## src/rtl/regfile_mp_if.sv

```systemverilog
// Bus bundle for the multi-port register file: read ports, write ports,
// allocation request and the registered busy vector.
interface regfile_mp_if #(
  parameter int XLEN  = 32,
  parameter int NREGS = 32,
  parameter int NRD   = 2,
  parameter int NWR   = 2
);
  localparam int AW = (NREGS > 1) ? $clog2(NREGS) : 1;

  logic [NRD*AW-1:0]   rd_addr;
  logic [NRD*XLEN-1:0] rd_data;
  logic [NRD-1:0]      rd_busy;
  logic [NWR-1:0]      wr_en;
  logic [NWR*AW-1:0]   wr_addr;
  logic [NWR*XLEN-1:0] wr_data;
  logic                alloc_en;
  logic [AW-1:0]       alloc_addr;
  logic [NREGS-1:0]    busy_vec;

  modport master (
    output rd_addr, wr_en, wr_addr, wr_data, alloc_en, alloc_addr,
    input  rd_data, rd_busy, busy_vec
  );

  modport slave (
    input  rd_addr, wr_en, wr_addr, wr_data, alloc_en, alloc_addr,
    output rd_data, rd_busy, busy_vec
  );
endinterface

```

## src/rtl/regfile_mp.sv

```systemverilog
// Multi-port register file with combinational reads, optional write bypass,
// optional hardwired zero register and per-register busy (scoreboard) bits.
module regfile_mp #(
  parameter int XLEN     = 32,
  parameter int NREGS    = 32,
  parameter int NRD      = 2,
  parameter int NWR      = 2,
  parameter bit ZERO_REG = 1'b1,
  parameter bit BYPASS   = 1'b1
) (
  input logic         clk,
  input logic         reset_n,
  regfile_mp_if.slave bus
);
  localparam int AW = (NREGS > 1) ? $clog2(NREGS) : 1;
  localparam logic [AW:0] LIMIT = (AW+1)'(NREGS);

  // Address names real, writable storage: in range and not the zero register.
  function automatic logic addr_ok(input logic [AW-1:0] a);
    return ({1'b0, a} < LIMIT) && !(ZERO_REG && (a == '0));
  endfunction

  logic [XLEN-1:0]     regs   [NREGS];
  logic [XLEN-1:0]     wr_val [NREGS];
  logic [NREGS-1:0]    busy;
  logic [NREGS-1:0]    wr_hit;
  logic [NREGS-1:0]    alloc_hit;
  logic [NRD*XLEN-1:0] rd_data_c;
  logic [NRD-1:0]      rd_busy_c;

  // Ports are scanned in ascending order so the highest-index port wins.
  always_comb begin
    logic [AW-1:0] wa;
    wa        = '0;
    wr_hit    = '0;
    alloc_hit = '0;
    for (int unsigned r = 0; r < NREGS; r++) wr_val[r] = '0;
    for (int unsigned j = 0; j < NWR; j++) begin
      wa = bus.wr_addr[j*AW +: AW];
      if (bus.wr_en[j] && addr_ok(wa)) begin
        wr_hit[wa] = 1'b1;
        wr_val[wa] = bus.wr_data[j*XLEN +: XLEN];
      end
    end
    if (bus.alloc_en && addr_ok(bus.alloc_addr)) alloc_hit[bus.alloc_addr] = 1'b1;
  end

  // A same-edge alloc overrides the clear from a completing write.
  always_ff @(posedge clk or negedge reset_n) begin
    if (!reset_n) begin
      for (int unsigned r = 0; r < NREGS; r++) regs[r] <= '0;
      busy <= '0;
    end else begin
      for (int unsigned r = 0; r < NREGS; r++) begin
        if (wr_hit[r]) regs[r] <= wr_val[r];
      end
      busy <= alloc_hit | (busy & ~wr_hit);
    end
  end

  always_comb begin
    logic [AW-1:0] ra;
    ra        = '0;
    rd_data_c = '0;
    rd_busy_c = '0;
    for (int unsigned i = 0; i < NRD; i++) begin
      ra = bus.rd_addr[i*AW +: AW];
      if (addr_ok(ra)) begin
        rd_data_c[i*XLEN +: XLEN] = regs[ra];
        rd_busy_c[i]              = busy[ra];
        if (BYPASS) begin
          for (int unsigned j = 0; j < NWR; j++) begin
            if (bus.wr_en[j] && (bus.wr_addr[j*AW +: AW] == ra)) begin
              rd_data_c[i*XLEN +: XLEN] = bus.wr_data[j*XLEN +: XLEN];
              rd_busy_c[i]              = 1'b0;
            end
          end
        end
      end
    end
  end

  assign bus.rd_data  = rd_data_c;
  assign bus.rd_busy  = rd_busy_c;
  assign bus.busy_vec = busy;
endmodule

```

## src/flat_wrapper.sv

```systemverilog
// flat-port wrapper written by rule: the top's interface ports become plain ports
module regfile_mp_flat 
#(
  parameter int XLEN     = 32,
  parameter int NREGS    = 32,
  parameter int NRD      = 2,
  parameter int NWR      = 2,
  parameter bit ZERO_REG = 1'b1,
  parameter bit BYPASS   = 1'b1
)
  (clk, reset_n, bus_rd_addr, bus_wr_en, bus_wr_addr, bus_wr_data, bus_alloc_en, bus_alloc_addr, bus_rd_data, bus_rd_busy, bus_busy_vec);
  regfile_mp_if #(.XLEN(XLEN), .NREGS(NREGS), .NRD(NRD), .NWR(NWR)) bus_i ();
  input logic clk;
  input logic reset_n;
  input wire logic [$bits(bus_i.rd_addr)-1:0] bus_rd_addr;
  input wire logic [$bits(bus_i.wr_en)-1:0] bus_wr_en;
  input wire logic [$bits(bus_i.wr_addr)-1:0] bus_wr_addr;
  input wire logic [$bits(bus_i.wr_data)-1:0] bus_wr_data;
  input wire logic [$bits(bus_i.alloc_en)-1:0] bus_alloc_en;
  input wire logic [$bits(bus_i.alloc_addr)-1:0] bus_alloc_addr;
  output wire logic [$bits(bus_i.rd_data)-1:0] bus_rd_data;
  output wire logic [$bits(bus_i.rd_busy)-1:0] bus_rd_busy;
  output wire logic [$bits(bus_i.busy_vec)-1:0] bus_busy_vec;
  assign bus_i.rd_addr = bus_rd_addr;
  assign bus_i.wr_en = bus_wr_en;
  assign bus_i.wr_addr = bus_wr_addr;
  assign bus_i.wr_data = bus_wr_data;
  assign bus_i.alloc_en = bus_alloc_en;
  assign bus_i.alloc_addr = bus_alloc_addr;
  assign bus_rd_data = bus_i.rd_data;
  assign bus_rd_busy = bus_i.rd_busy;
  assign bus_busy_vec = bus_i.busy_vec;
  regfile_mp #(.XLEN(XLEN), .NREGS(NREGS), .NRD(NRD), .NWR(NWR), .ZERO_REG(ZERO_REG), .BYPASS(BYPASS)) u_core (.clk(clk), .reset_n(reset_n), .bus(bus_i));
endmodule
```

## config.mk

```make
export PLATFORM = sky130hd
export DESIGN_NAME = regfile_mp_flat
export DESIGN_NICKNAME = d
export VERILOG_FILES = /design/src/rtl/regfile_mp_if.sv /design/src/rtl/regfile_mp.sv /design/src/flat_wrapper.sv
export SDC_FILE = /design/constraint.sdc
export NUM_CORES = 2
export LEC_CHECK = 0
export ABC_AREA = 1
export CAP_MARGIN = 20
export CORE_MARGIN = 8
export CORE_UTILIZATION = 38
export DETAILED_ROUTE_END_ITERATION = 10
export HOLD_SLACK_MARGIN = 0.08
export PLACE_DENSITY = 0.54
export SETUP_SLACK_MARGIN = 0.4
export SYNTH_ARGS = -nofsm -noshare
export SYNTH_HDL_FRONTEND = slang
export SYNTH_SLANG_ARGS = --single-unit
```

## constraint.sdc

```tcl
create_clock -name clk -period 2.2 [get_ports clk]
set_clock_uncertainty 0.05 [all_clocks]
set_input_delay 0.44 -clock clk [delete_from_list [all_inputs] [get_ports clk]]
set_output_delay 0.44 -clock clk [all_outputs]
set_load 0.1 [all_outputs]
```

==> metrics.csv <==
stage,metric,value,unit
route,WL final,505,mm
route,Detail Route Antenna Nets,0,
route,Met3 Routed Length,72.1,mm
route,mean routed wirelength per cell,36.1,um
sta,RSZ-0062 raised after global routing,true,
sta,crit share post-route,143,%
route,drc violations,0,
floorplanning,Core ar.,180000,um2
route,met2 WL,203,mm
setup_path,Worst setup EP type,primary output,
clock_network,CTS root buffer,clkbuf_16,
sta,minimum clock period,3150,ps
floorplanning,die width,442,um
floorplanning,Starting Density,38.2,%
power,worst vdd ir,0.815,mV
flow_run,number of max-cap violations,0,
outcome,failing checks,negative setup slack,
sta,final setup vio count,67,
setup_path,"Max FO, Critical Path",3,
route,Met1 Wirelength,176,mm
floorplanning,die footprint,195000,um2
grt,gr ovfl total,0,
layout,Util after Layout,56.3,%
clock_network,total CTS buffers,138,
setup_path,number of cells on the worst reg-to-reg path,5,
place,Post-Place Setup Slack,-1230,ps
power,PD cells,812,nW/um2
synth,cells after synthesis,10400,
clock_network,htree depth,4,
synth,Netlist cell types,34,
sta,final hold violations,0,
place,routability cong.,1.03,
floorplanning,# IOs,192,
synth,largest cells by area after synthesis,"dfrtp_1, nand2_1, nand3_1, o211ai_1, a21oi_1",
route,routed vias/inst,6.59,
grt,vias in the first global route,85100,
synth,syn nets,10500,
grt,first-pass GRT wire length,684,mm
clock_network,CTS tree,built,
route,First-pass DRT Iterations,7,
clock_network,CTS clock-pin slew for the worst setup and hold paths,60,ps
synth,sequential fraction of the synthesis area,38.4,%
grt,antenna violations before repair,36,
route,DRT iter0 DRCs,15800,
synth,Synth top area share,38.4,%
synth,dominant cell type by area after synthesis,dfrtp_1,
setup_path,CP arrival,2660,ps
layout,nets,11600,
clock_network,CTS sink count,1056,
synth,Yosys warnings,0,
worst_hold_path,Hold/Removal Path Class,primary input to async pin,
grt,All-Layer GR Usage,48.8,%
route,via count,92300,
sta,slew margin rel.,38.4,%
route,top sig layer,met5,
synth,Netlist Area Pre-Place,68900,um2
place,Final HPWL DP,344,mm
power,leakage,46.0,nW
setup_path,WP data required,1710,ps
floorplanning,Chip Height,442,um
clock_network,clk buf depth,3,
floorplanning,Cell Rows,156,
layout,P&R area growth vs syn,47.5,%
layout,ratio of cells with drive above 1 in the final layout,27.9,%
synth,Avg Inst Size Synth,6.64,um2
synth,Yosys reg bits,1056,
setup_path,Setup CP Type,register to primary output,
grt,largest net degree at the start of global routing,73,
sta,setup ws final,-951,ps
sta,WHS,133,ps
place,PortBufs,191,
sta,fmax,317,MHz
clock_network,worst skew pair latency,830,ps
sta,Tightest Pin Transition,923,ps
outcome,outcome,finished with violations,
sta,Max Slew Vio Count,0,
setup_path,type of origin of the critical path,register,
==> cell usage in the layout, fill, tap and decap left out, types with 41 or more instances in the layout <==
master,count
nand2_1,3011
nand3_1,1496
buf_4,1182
dfrtp_1,1009
nor2_1,602
buf_12,537
o211ai_1,486
a21oi_1,400
o21ai_0,343
o22ai_1,262
nor3_1,235
nand2_2,216
inv_1,207
nand3_2,171
clkbuf_16,160
buf_6,113
a21oi_2,97
nor2_2,95
o21ai_1,84
nand2_4,79
o221ai_1,77
nand3_4,76
inv_2,70
a21oi_4,67
buf_16,54
clkdlybuf4s50_1,52
dfrtp_2,47
nor2_4,41
==> final timing paths <==
check                             startpoint  slack [ps]                end
max                         u_core.regs[815]        -950    bus_rd_data[15]
min                                  reset_n         130   u_core.regs[870]
max reg2reg                 u_core.regs[464]        1030   u_core.regs[464]
min reg2reg                u_core.regs[1007]         350  u_core.regs[1007]
max in group asynchronous            reset_n         930   u_core.regs[319]
min in group clk             bus_wr_data[21]         160   u_core.regs[373]
==> cell families (layout without fill, tap and decap cells) <==
kind of cell	Yosys count	count (layout)	synth area share (%)
simple gates	6046	6046	37.0
compound gates	1913	1913	16.8
buf+inv	1349	2592	7.82
flops	1056	1056	38.4
xor+xnor	2	2	0.0254
other cells	0	16	0
==> sequential cells by signal (all words and copies together) (netlist names) <==
signal and cells:
u_core.regs 1024, u_core.bus.busy_vec 32
==> cells in the mapped netlist, drive strengths merged <==
cell type and instances:
clkinv 13, nor3 245, o2111ai 1, nor2 738
o211ai 486, and3 2, a21oi 564, buf 325
nand3 1743, inv 297, o22ai 268, clkbuf 714
o221ai 77, nand4 8, nand2 3310, a211oi 40
a22oi 6, o21ai 469, o31ai 2, dfrtp 1056
xnor2 2
==> area by class of cell <==
type | instances | area, um2
tap | 2370 | 2970
timing repair inverter | 3 | 90.1
antenna | 16 | 40.0
clock buffer | 194 | 3950
multi-input combinational | 7961 | 41800
clock inverter | 55 | 664
fill | 17000 | 78800
sequential | 1056 | 26500
inverter | 310 | 1290
timing repair buffer | 2030 | 24300
==> per-stage QoR <==
step / cell area [um2] / setup TNS, ps / instances / power (mW)
after floorplan: 72200 / -17020 / 10400 / 42.1
after global placement: 88900 / -689410 / 13500 / 53.7
after detailed placement: 88900 / -688440 / 13500 / 54.1
after CTS: 98700 / -45120 / 13900 / 79.9
after global routing: 102000 / -50360 / 14000 / 85.0
final: 102000 / -48810 / 14000 / 82.4
==> worst max-delay path, stage by stage (launching register included) <==
cell	delay [ps]
dfrtp_1	410
nand2_1	70
nand3_1	70
nand2_1	50
a21oi_1	120
nor2_1	60
buf_4	170
nand2_8	90
nand3_4	70
a21oi_4	370
buf_12	160
buf_16	160
==> layer usage <==
| layer | track usage (%) | up-vias |
|---|---|---|
| li1 | - | 37400 |
| met1 | 59.2 | 44300 |
| met5 | 0 | - |
| met2 | 69.1 | 8210 |
| met4 | 40.5 | 20 |
| met3 | 17.2 | 2312 |
==> power by group <==
group          internal (mW)  leakage [nW]  total [mW]  switching (mW)
registers               24.4          12.8        28.9            4.50
clock network           13.8          2.28        24.1            10.4
logic                   12.1          30.9        29.4            17.3
total                   50.3          46.0        82.4            32.1
==> repair_timing <==
item | in CTS | in global routing
buffers inserted | 127 | 60
cloned | 34 | 22
hold buffers | 5 | 0
pin swaps | 329 | 246
endpoints found under the setup margin | 1034 | 374
endpoints found under the hold margin | 486 | 0
resized for setup | 800 | 495
(Power assumes the default switching activity.)
